**src/rtl/bus_mux_arb.sv**
```systemverilog
`default_nettype none
// +----------------------------------------------------------------------+
// | Module   : bus_mux_arb                                               |
// | Brief    : N-channel registered bus multiplexer with arbitration and |
// |            a valid/ready output register. Define BUS_MUX_ARB_RR_EN   |
// |            for round-robin arbitration; default is fixed priority.   |
// | Revision : 1.0  initial release                                      |
// +----------------------------------------------------------------------+
module bus_mux_arb #(
  parameter int WIDTH = 8,
  parameter int NCH   = 4
) (
  input  logic                   clk,
  input  logic                   reset,
  input  logic [NCH-1:0]         req,
  input  logic [NCH*WIDTH-1:0]   din,
  output logic [NCH-1:0]         grant,
  output logic [WIDTH-1:0]       dout,
  output logic                   dout_valid,
  input  logic                   dout_ready,
  output logic [$clog2(NCH)-1:0] sel_out
);

  localparam int SELW = $clog2(NCH);

  localparam logic [0:0] S_IDLE = 1'b0;
  localparam logic [0:0] S_HOLD = 1'b1;

  logic [0:0]       state_q, state_d;
  logic [WIDTH-1:0] dout_q, dout_d;
  logic [SELW-1:0]  sel_q, sel_d;
  logic [SELW-1:0]  win_idx;
  logic [WIDTH-1:0] win_data;
  logic             cap;

`ifdef BUS_MUX_ARB_RR_EN
  logic [SELW-1:0]  ptr_q, ptr_d;
`endif

  // Descending scan so the last assignment is the first candidate in search order.
  always_comb begin : p_arb
`ifdef BUS_MUX_ARB_RR_EN
    int cand;
    win_idx = '0;
    for (int k = NCH; k >= 1; k--) begin
      cand = int'(ptr_q) + k;
      if (cand >= NCH) cand = cand - NCH;
      if (req[cand]) win_idx = SELW'(cand);
    end
`else
    win_idx = '0;
    for (int i = NCH - 1; i >= 0; i--) begin
      if (req[i]) win_idx = SELW'(i);
    end
`endif
  end

  assign win_data = din[win_idx*WIDTH +: WIDTH];
  assign cap      = (|req) & ((state_q == S_IDLE) | dout_ready);

  always_ff @(posedge clk or posedge reset) begin
    if (reset) begin
      state_q <= S_IDLE;
      dout_q  <= '0;
      sel_q   <= '0;
`ifdef BUS_MUX_ARB_RR_EN
      ptr_q   <= SELW'(NCH - 1);
`endif
    end else begin
      state_q <= state_d;
      dout_q  <= dout_d;
      sel_q   <= sel_d;
`ifdef BUS_MUX_ARB_RR_EN
      ptr_q   <= ptr_d;
`endif
    end
  end

  // A capture in HOLD consumes the current word and loads the next on the same edge.
  always_comb begin : p_next
    state_d = state_q;
    dout_d  = dout_q;
    sel_d   = sel_q;
`ifdef BUS_MUX_ARB_RR_EN
    ptr_d   = ptr_q;
`endif
    if (cap) begin
      state_d = S_HOLD;
      dout_d  = win_data;
      sel_d   = win_idx;
`ifdef BUS_MUX_ARB_RR_EN
      ptr_d   = win_idx;
`endif
    end else if ((state_q == S_HOLD) && dout_ready) begin
      state_d = S_IDLE;
    end
  end

  always_comb begin : p_out
    grant      = '0;
    if (cap && !reset) grant[win_idx] = 1'b1;
    dout       = dout_q;
    sel_out    = sel_q;
    dout_valid = (state_q == S_HOLD);
  end

endmodule
`default_nettype wire

```
**config.mk**
```make
export PLATFORM = sky130hd
export DESIGN_NAME = bus_mux_arb
export DESIGN_NICKNAME = d
export VERILOG_FILES = /design/src/rtl/bus_mux_arb.sv
export SDC_FILE = /design/constraint.sdc
export NUM_CORES = 1
export LEC_CHECK = 0
export CELL_PAD_IN_SITES_DETAIL_PLACEMENT = 0
export CELL_PAD_IN_SITES_GLOBAL_PLACEMENT = 2
export CORE_MARGIN = 5
export CORE_UTILIZATION = 20
export DETAILED_ROUTE_END_ITERATION = 6
export GPL_ROUTABILITY_DRIVEN = 1
export PLACE_DENSITY = 0.88
export SLEW_MARGIN = 5
export SYNTH_ARGS = -nofsm -noshare
export SYNTH_HDL_FRONTEND = slang
export SYNTH_SLANG_ARGS = --single-unit
```
**constraint.sdc**
```tcl
create_clock -name clk -period 2.75 [get_ports clk]
set_clock_uncertainty 0.05 [all_clocks]
set_input_delay 0.6875 -clock clk [delete_from_list [all_inputs] [get_ports clk]]
set_output_delay 0.6875 -clock clk [all_outputs]
set_load 0.02 [all_outputs]
```
==> run summary, run 1 <==
Proportion of synthesized area in mux cells: 0%
Clock latency on the worst-skew pair: 240 ps
Layout cells sized above 1: 16.7%
Synth Area in Simple Gates: 26.2%
# placed instances: 208
Asr flop ratio synth: 100%
DRC: 0
Avg Cell Area, Syn: 8.60 um2
Initial antenna violation count: 0
Die W: 74.3 um
Synthesized Nets: 135
CP Launch Type: input port
Mapped Area: 826 um2
CTS tree: yes
Nets: 202
Library cells used by synthesis: 31
Clock sinks: 11
Global-route wire length before repair: 5.01 mm
RePlAce Congestion: 0.842
Final period utilization: 96.6%
Die ar.: 0.00551 mm2
Finish-stage setup viols: 0
RSZ-0062 raised after global routing: no
PortBufs: 53
Largest cells by area after synthesis: dfrtp_1 (33%), nand3b_1 (7.3%), a21oi_1 (6.7%)
Max incr delay on CP: 420 ps
Status: completed
Post-synthesis adder-cell area fraction: 0%
Worst slew margin: 62.1%
Number of flops mapped to enable cells by yosys: 0
Final antenna-violating net count: 0
CP max-delay cell: clkdlybuf4s50_1
Met2 usage in global routing: 21.0%
Vias: 985
Synth Area in Compound Gates: 32.6%
MaxCap Viol Count: 0
CTS buffer count: 3
WL per Instance: 15.3 um
Die Span Y: 74.3 um
Root Buffer: clkbuf_8
Final min period: 2660 ps
Measured slew at the worst slew-check pin: 565 ps
DR vias/cell: 4.65
Worst min path class: flop to flop
Layer with the highest usage: met2
Final Max Slew Viols: 0
Power per cell area: 383 mW/mm2
Critical Path End Type: output port
CP required: 2010 ps
Synth warnings: 0
Total wire length: 3.24 mm
Detail Placement HPWL: 2.72 mm
Top FF cell, synth: dfrtp_1
Clk buf depth: 2
Register area share after synthesis: 33.3%
Fmax: 0.376 GHz
Combinational family with the most area after synthesis: compound AO/OA/AOI/OAI gates
Ordered cell list for the critical path: clkdlybuf4s50_1 > nand2b_1 > buf_4 > and3_1 > dlygate4sd2_1
Worst EP arrival: 1920 ps
Starting Density: 20.6%
WS Path Type: input port to output port
GRT overflow: 0
Clock H-tree levels: 1
Final hold vios: 0
Starting DRT DRC Count: 63
Yosys reg bits: 11
Final Util: 38.2%
Met3 GRT Util: 3.65%
Core Rows: 23
Core Area: 0.00400 mm2
Synth Area in XOR/XNOR: 0%
Io pins: 54
Pin count of the biggest net entering global routing: 21
Crit Path Max Fanout: 6
Syn Inst Count: 96
All-Layer GR Usage: 12.1%
Pleak: 0.623 nW
Vias in the first global route: 1075
Area Overhead vs Synth: 85.2%
Synth area leader: dfrtp_1
Fin cells: 212
Clock transition at path regs: 50 ps
Met1 Use GR: 14.2%
Worst ir drop on vdd: 0.000187 V
First-pass DRT Iterations: 4
Post-CTS setup buffer count: 0
Number of diodes: 0
Share of the synthesized area in the top cell type: 33.3%
Top cells by count, synth: a21oi_1 (11), dfrtp_1 (11), nand2_1 (9)
==> layer usage <==
metal / vias up / routed length, um
met4: 0 / 44
met1: 456 / 1300
met3: 4 / 287
met5: - / 0
li1: 492 / -
met2: 33 / 1610
==> cells by family after synthesis <==
logic type | Yosys count
compound gates | 38
buf+inv | 12
flops | 11
simple gates | 35
==> timing repair <==
action | 4_1_cts | 5_1_grt
hold buffers | 0 | 0
endpoints found under the setup margin | 4 | 3
gates resized for setup | 5 | 6
==> cell type report <==
class | count | area (um2)
Tap cell | 50 | 62.6
Sequential cell | 11 | 275
Inverter | 3 | 11.3
Multi-Input combinational cell | 73 | 485
Fill cell | 411 | 2470
Clock buffer | 4 | 45.0
Timing Repair Buffer | 71 | 649
==> per-stage QoR <==
stage          hold WS [ps]  setup slack, ps  total power [W]  TNS [ps]  area, um2
5_1_grt                 493             9.34         0.000620         0       1530
2_1_floorplan           508              330         0.000292         0        826
6_report                468             92.8         0.000586         0       1530
3_3_place_gp            455             -257         0.000424      -936       1500
3_5_place_dp            447             -292         0.000427      -979       1500
4_1_cts                 474            0.219         0.000594         0       1540
==> state kept, by name (all words and copies together) (netlist names) <==
signal      count
sel_out         2
dout_valid      1
dout            8
==> cells in the final DEF, fill, tap and decap left out <==
cell / netlist / layout
nand3_1: 1 / 1
nor2b_1: 2 / 2
buf_4: 1 / 18
or4_1: 1 / 1
nand2_1: 9 / 9
nor4_4: 1 / 1
dfrtp_1: 11 / 11
clkbuf_8: 0 / 3
clkbuf_1: 3 / 1
a41oi_1: 1 / 1
nor2_2: 1 / 1
clkbuf_2: 0 / 3
o21ai_0: 3 / 3
a211oi_1: 2 / 2
or2_1: 2 / 2
clkdlybuf4s50_1: 0 / 49
and3_1: 2 / 2
o22a_1: 1 / 1
nor3b_1: 1 / 1
o32a_1: 5 / 5
inv_1: 3 / 3
a21oi_1: 11 / 11
a21o_1: 3 / 3
nand2b_1: 1 / 1
a211o_1: 5 / 5
nand4_1: 1 / 1
nor2_1: 4 / 4
o21a_1: 5 / 5
nand3b_1: 8 / 8
a31oi_1: 2 / 2
nor3_2: 1 / 1
dlygate4sd2_1: 0 / 1
==> power by group <==
part           leakage, nW  internal (W)  switching (W)
combinational        0.476      0.000131      0.0000968
clock               0.0228      0.000102      0.0000620
sequential           0.124      0.000182      0.0000125
total                0.623      0.000415       0.000171
==> path summary, 6_finish.rpt <==
| path | startpoint | to | slack, ps | depth (start not counted) |
|---|---|---|---|---|
| setup / recovery | dout_ready | grant[0] | 90 | 5 |
| hold / removal | sel_out[0] | sel_out[0] | 470 | 1 |
| setup reg to reg | dout_valid | dout[5] | 1390 | 4 |
| hold reg to reg | sel_out[0] | sel_out[0] | 470 | 1 |
| max in group asynchronous | reset | dout_valid | 1670 | 4 |
| min in group asynchronous | reset | dout[4] | 760 | 3 |
==> worst max-delay path: cells and delay by family <==
family                 cells  cell delay (ps)
buffers and inverters      3              900
and+or+nand+nor            2              340
(Power assumes the default switching activity.)
==> run 2, diff against run 1 <==
CORE_MARGIN = 2   (was 5)
CORE_UTILIZATION = 21   (was 20)
CTS_BUF_LIST = sky130_fd_sc_hd__clkbuf_8   (was unset)
PLACE_DENSITY = 0.92   (was 0.88)
==> run 2 against run 1 <==
Against the previous run:
- design area fell by 3.0%
- global-route usage rose by 1.5 points
- clock-buffer cell count fell by 1
- maximum frequency fell by 1.0%
- non-clock buffer count fell by 7
- utilization rose by 1.7 points
- critical path depth did not move
- sequential power barely moved
- via count rose by 0.20%
- routed wire length fell by 9.0%
- combinational power fell by 4%
- clock power fell by 2%
- critical path type unchanged
==> run summary, run 2 (synthesis results as in run 1) <==
Finish-stage setup viols: 0
DR vias/cell: 4.86
Clk buf depth: 2
Clock H-tree levels: 1
MaxCap Viol Count: 0
Clock transition at path regs: 50 ps
Hold_ws: 473 ps
RSZ-0062 raised after global routing: no
Highest metal used: met4
Io pins: 54
GRT overflow: 0
WL per Instance: 14.5 um
Fill cell count: 395
WL met3: 201 um
Critical Path End Type: output port
Most frequent cells in the layout: clkdlybuf4s50_1 (49), a21oi_1 (11), dfrtp_1 (11), buf_4 (11), nand2_1 (9)
Detail Placement HPWL: 2.42 mm
CP max-delay cell: clkdlybuf4s50_1
Ordered cell list for the critical path: clkdlybuf4s50_1 > buf_4 > nor2b_1 > and3_1 > dlygate4sd2_1
Root Buffer: clkbuf_8
Fin cells: 203
Final period utilization: 97.6%
Core Rows: 22
PortBufs: 53
Starting DRT DRC Count: 58
Commonest non-fill, non-tap cell in the layout: clkdlybuf4s50_1
Die Span Y: 66.7 um
Final min period: 2680 ps
Max incr delay on CP: 430 ps
Crit Path Max Fanout: 6
CTS tree: yes
Final Max Slew Viols: 0
Worst path bufs/invs: 3
Number of diodes: 0
Worst slew margin: 60.3%
RePlAce Congestion: 0.941
Vias: 987
CTS buffer count: 3
Post-CTS setup buffer count: 0
Core Area: 0.00372 mm2
Measured slew at the worst slew-check pin: 593 ps
Met1 Routed Length: 1.25 mm
Clock latency on the worst-skew pair: 240 ps
Pleak: 0.598 nW
CP required: 2010 ps
Vias in the first global route: 959
# placed instances: 199
Worst EP arrival: 1950 ps
Pwr Total: 0.000575 W
# hold bufs at CTS: 0
Die ar.: 0.00445 mm2
Final hold vios: 0
DRC: 0
Nets: 195
Total wire length: 2.95 mm
Final antenna-violating net count: 0
First-pass DRT Iterations: 4
All-Layer GR Usage: 13.6%
Clock sinks: 11
DR WL met2: 1.47 mm
WS Path Type: input port to output port
Fmax: 0.372 GHz
Area Overhead vs Synth: 79.5%
CP Launch Type: input port
Initial antenna violation count: 0
Final Util: 39.9%
Number of flip-flops in the largest register: 8
Layout cells sized above 1: 11.6%
Worst ir drop on vdd: 0.000138 V
Global-route wire length before repair: 4.43 mm
Power per cell area: 387 mW/mm2
Worst min path class: flop to flop
Pin count of the biggest net entering global routing: 21
Starting Density: 22.2%
Status: completed
Die W: 66.7 um
Top delay family on crit path: buffers and inverters
run 2: cell count changes in the layout (fill, tap and decap cells not counted), sizes merged:
cell	change
clkdlybuf4s15	+1
buf	-7
inv	+1
dlygate4sd2	+1
clkbuf	-3
run 2: path summary, 6_finish.rpt:
| kind | from | endpoint | slack [ps] | cells past startpoint |
|---|---|---|---|---|
| setup reg to reg | dout_valid | dout[2] | 1380 | 4 |
| max in group asynchronous | reset | dout[4] | 1760 | 3 |
| hold reg to reg | sel_out[0] | sel_out[0] | 470 | 1 |
| hold / removal | sel_out[0] | sel_out[0] | 470 | 1 |
| setup / recovery | req[0] | grant[1] | 70 | 5 |
| min in group asynchronous | reset | sel_out[0] | 740 | 3 |
run 2: what timing repair did:
item	CTS	global route
pin swaps	0	0
setup endpoints to repair	4	2
gates cloned	0	0
resized for setup	4	4
run 2: power breakdown:
group,internal [W],switching (W)
logic,0.000125,0.0000935
registers,0.000182,0.0000142
clock network,0.0000981,0.0000616
run 2: layer usage:
metal / global-route usage (%) / vias up
li1: - / 480
met1: 17.0 / 466
met2: 23.0 / 35
met3: 2.70 / 6
met4: 4.59 / 0
met5: 0 / -
run 2: layout make-up:
cell class	count	area (um2)	area share [%]
clock buffer	3	41.3	2.78
clock inverter	1	3.75	0.253
inverter	3	11.3	0.759
multi-input combinational	73	485	32.7
sequential	11	275	18.6
tap	48	60.1	4.05
timing repair buffer	64	606	40.8
run 2: through the flow:
step	instance area [um2]	worst slack, ps	setup TNS [ps]
global placement	1450	-229	-733
detailed placement	1450	-263	-819
global route	1480	18.8	0
CTS	1490	9.32	0
finish	1480	65.3	0
floorplan	826	330	0
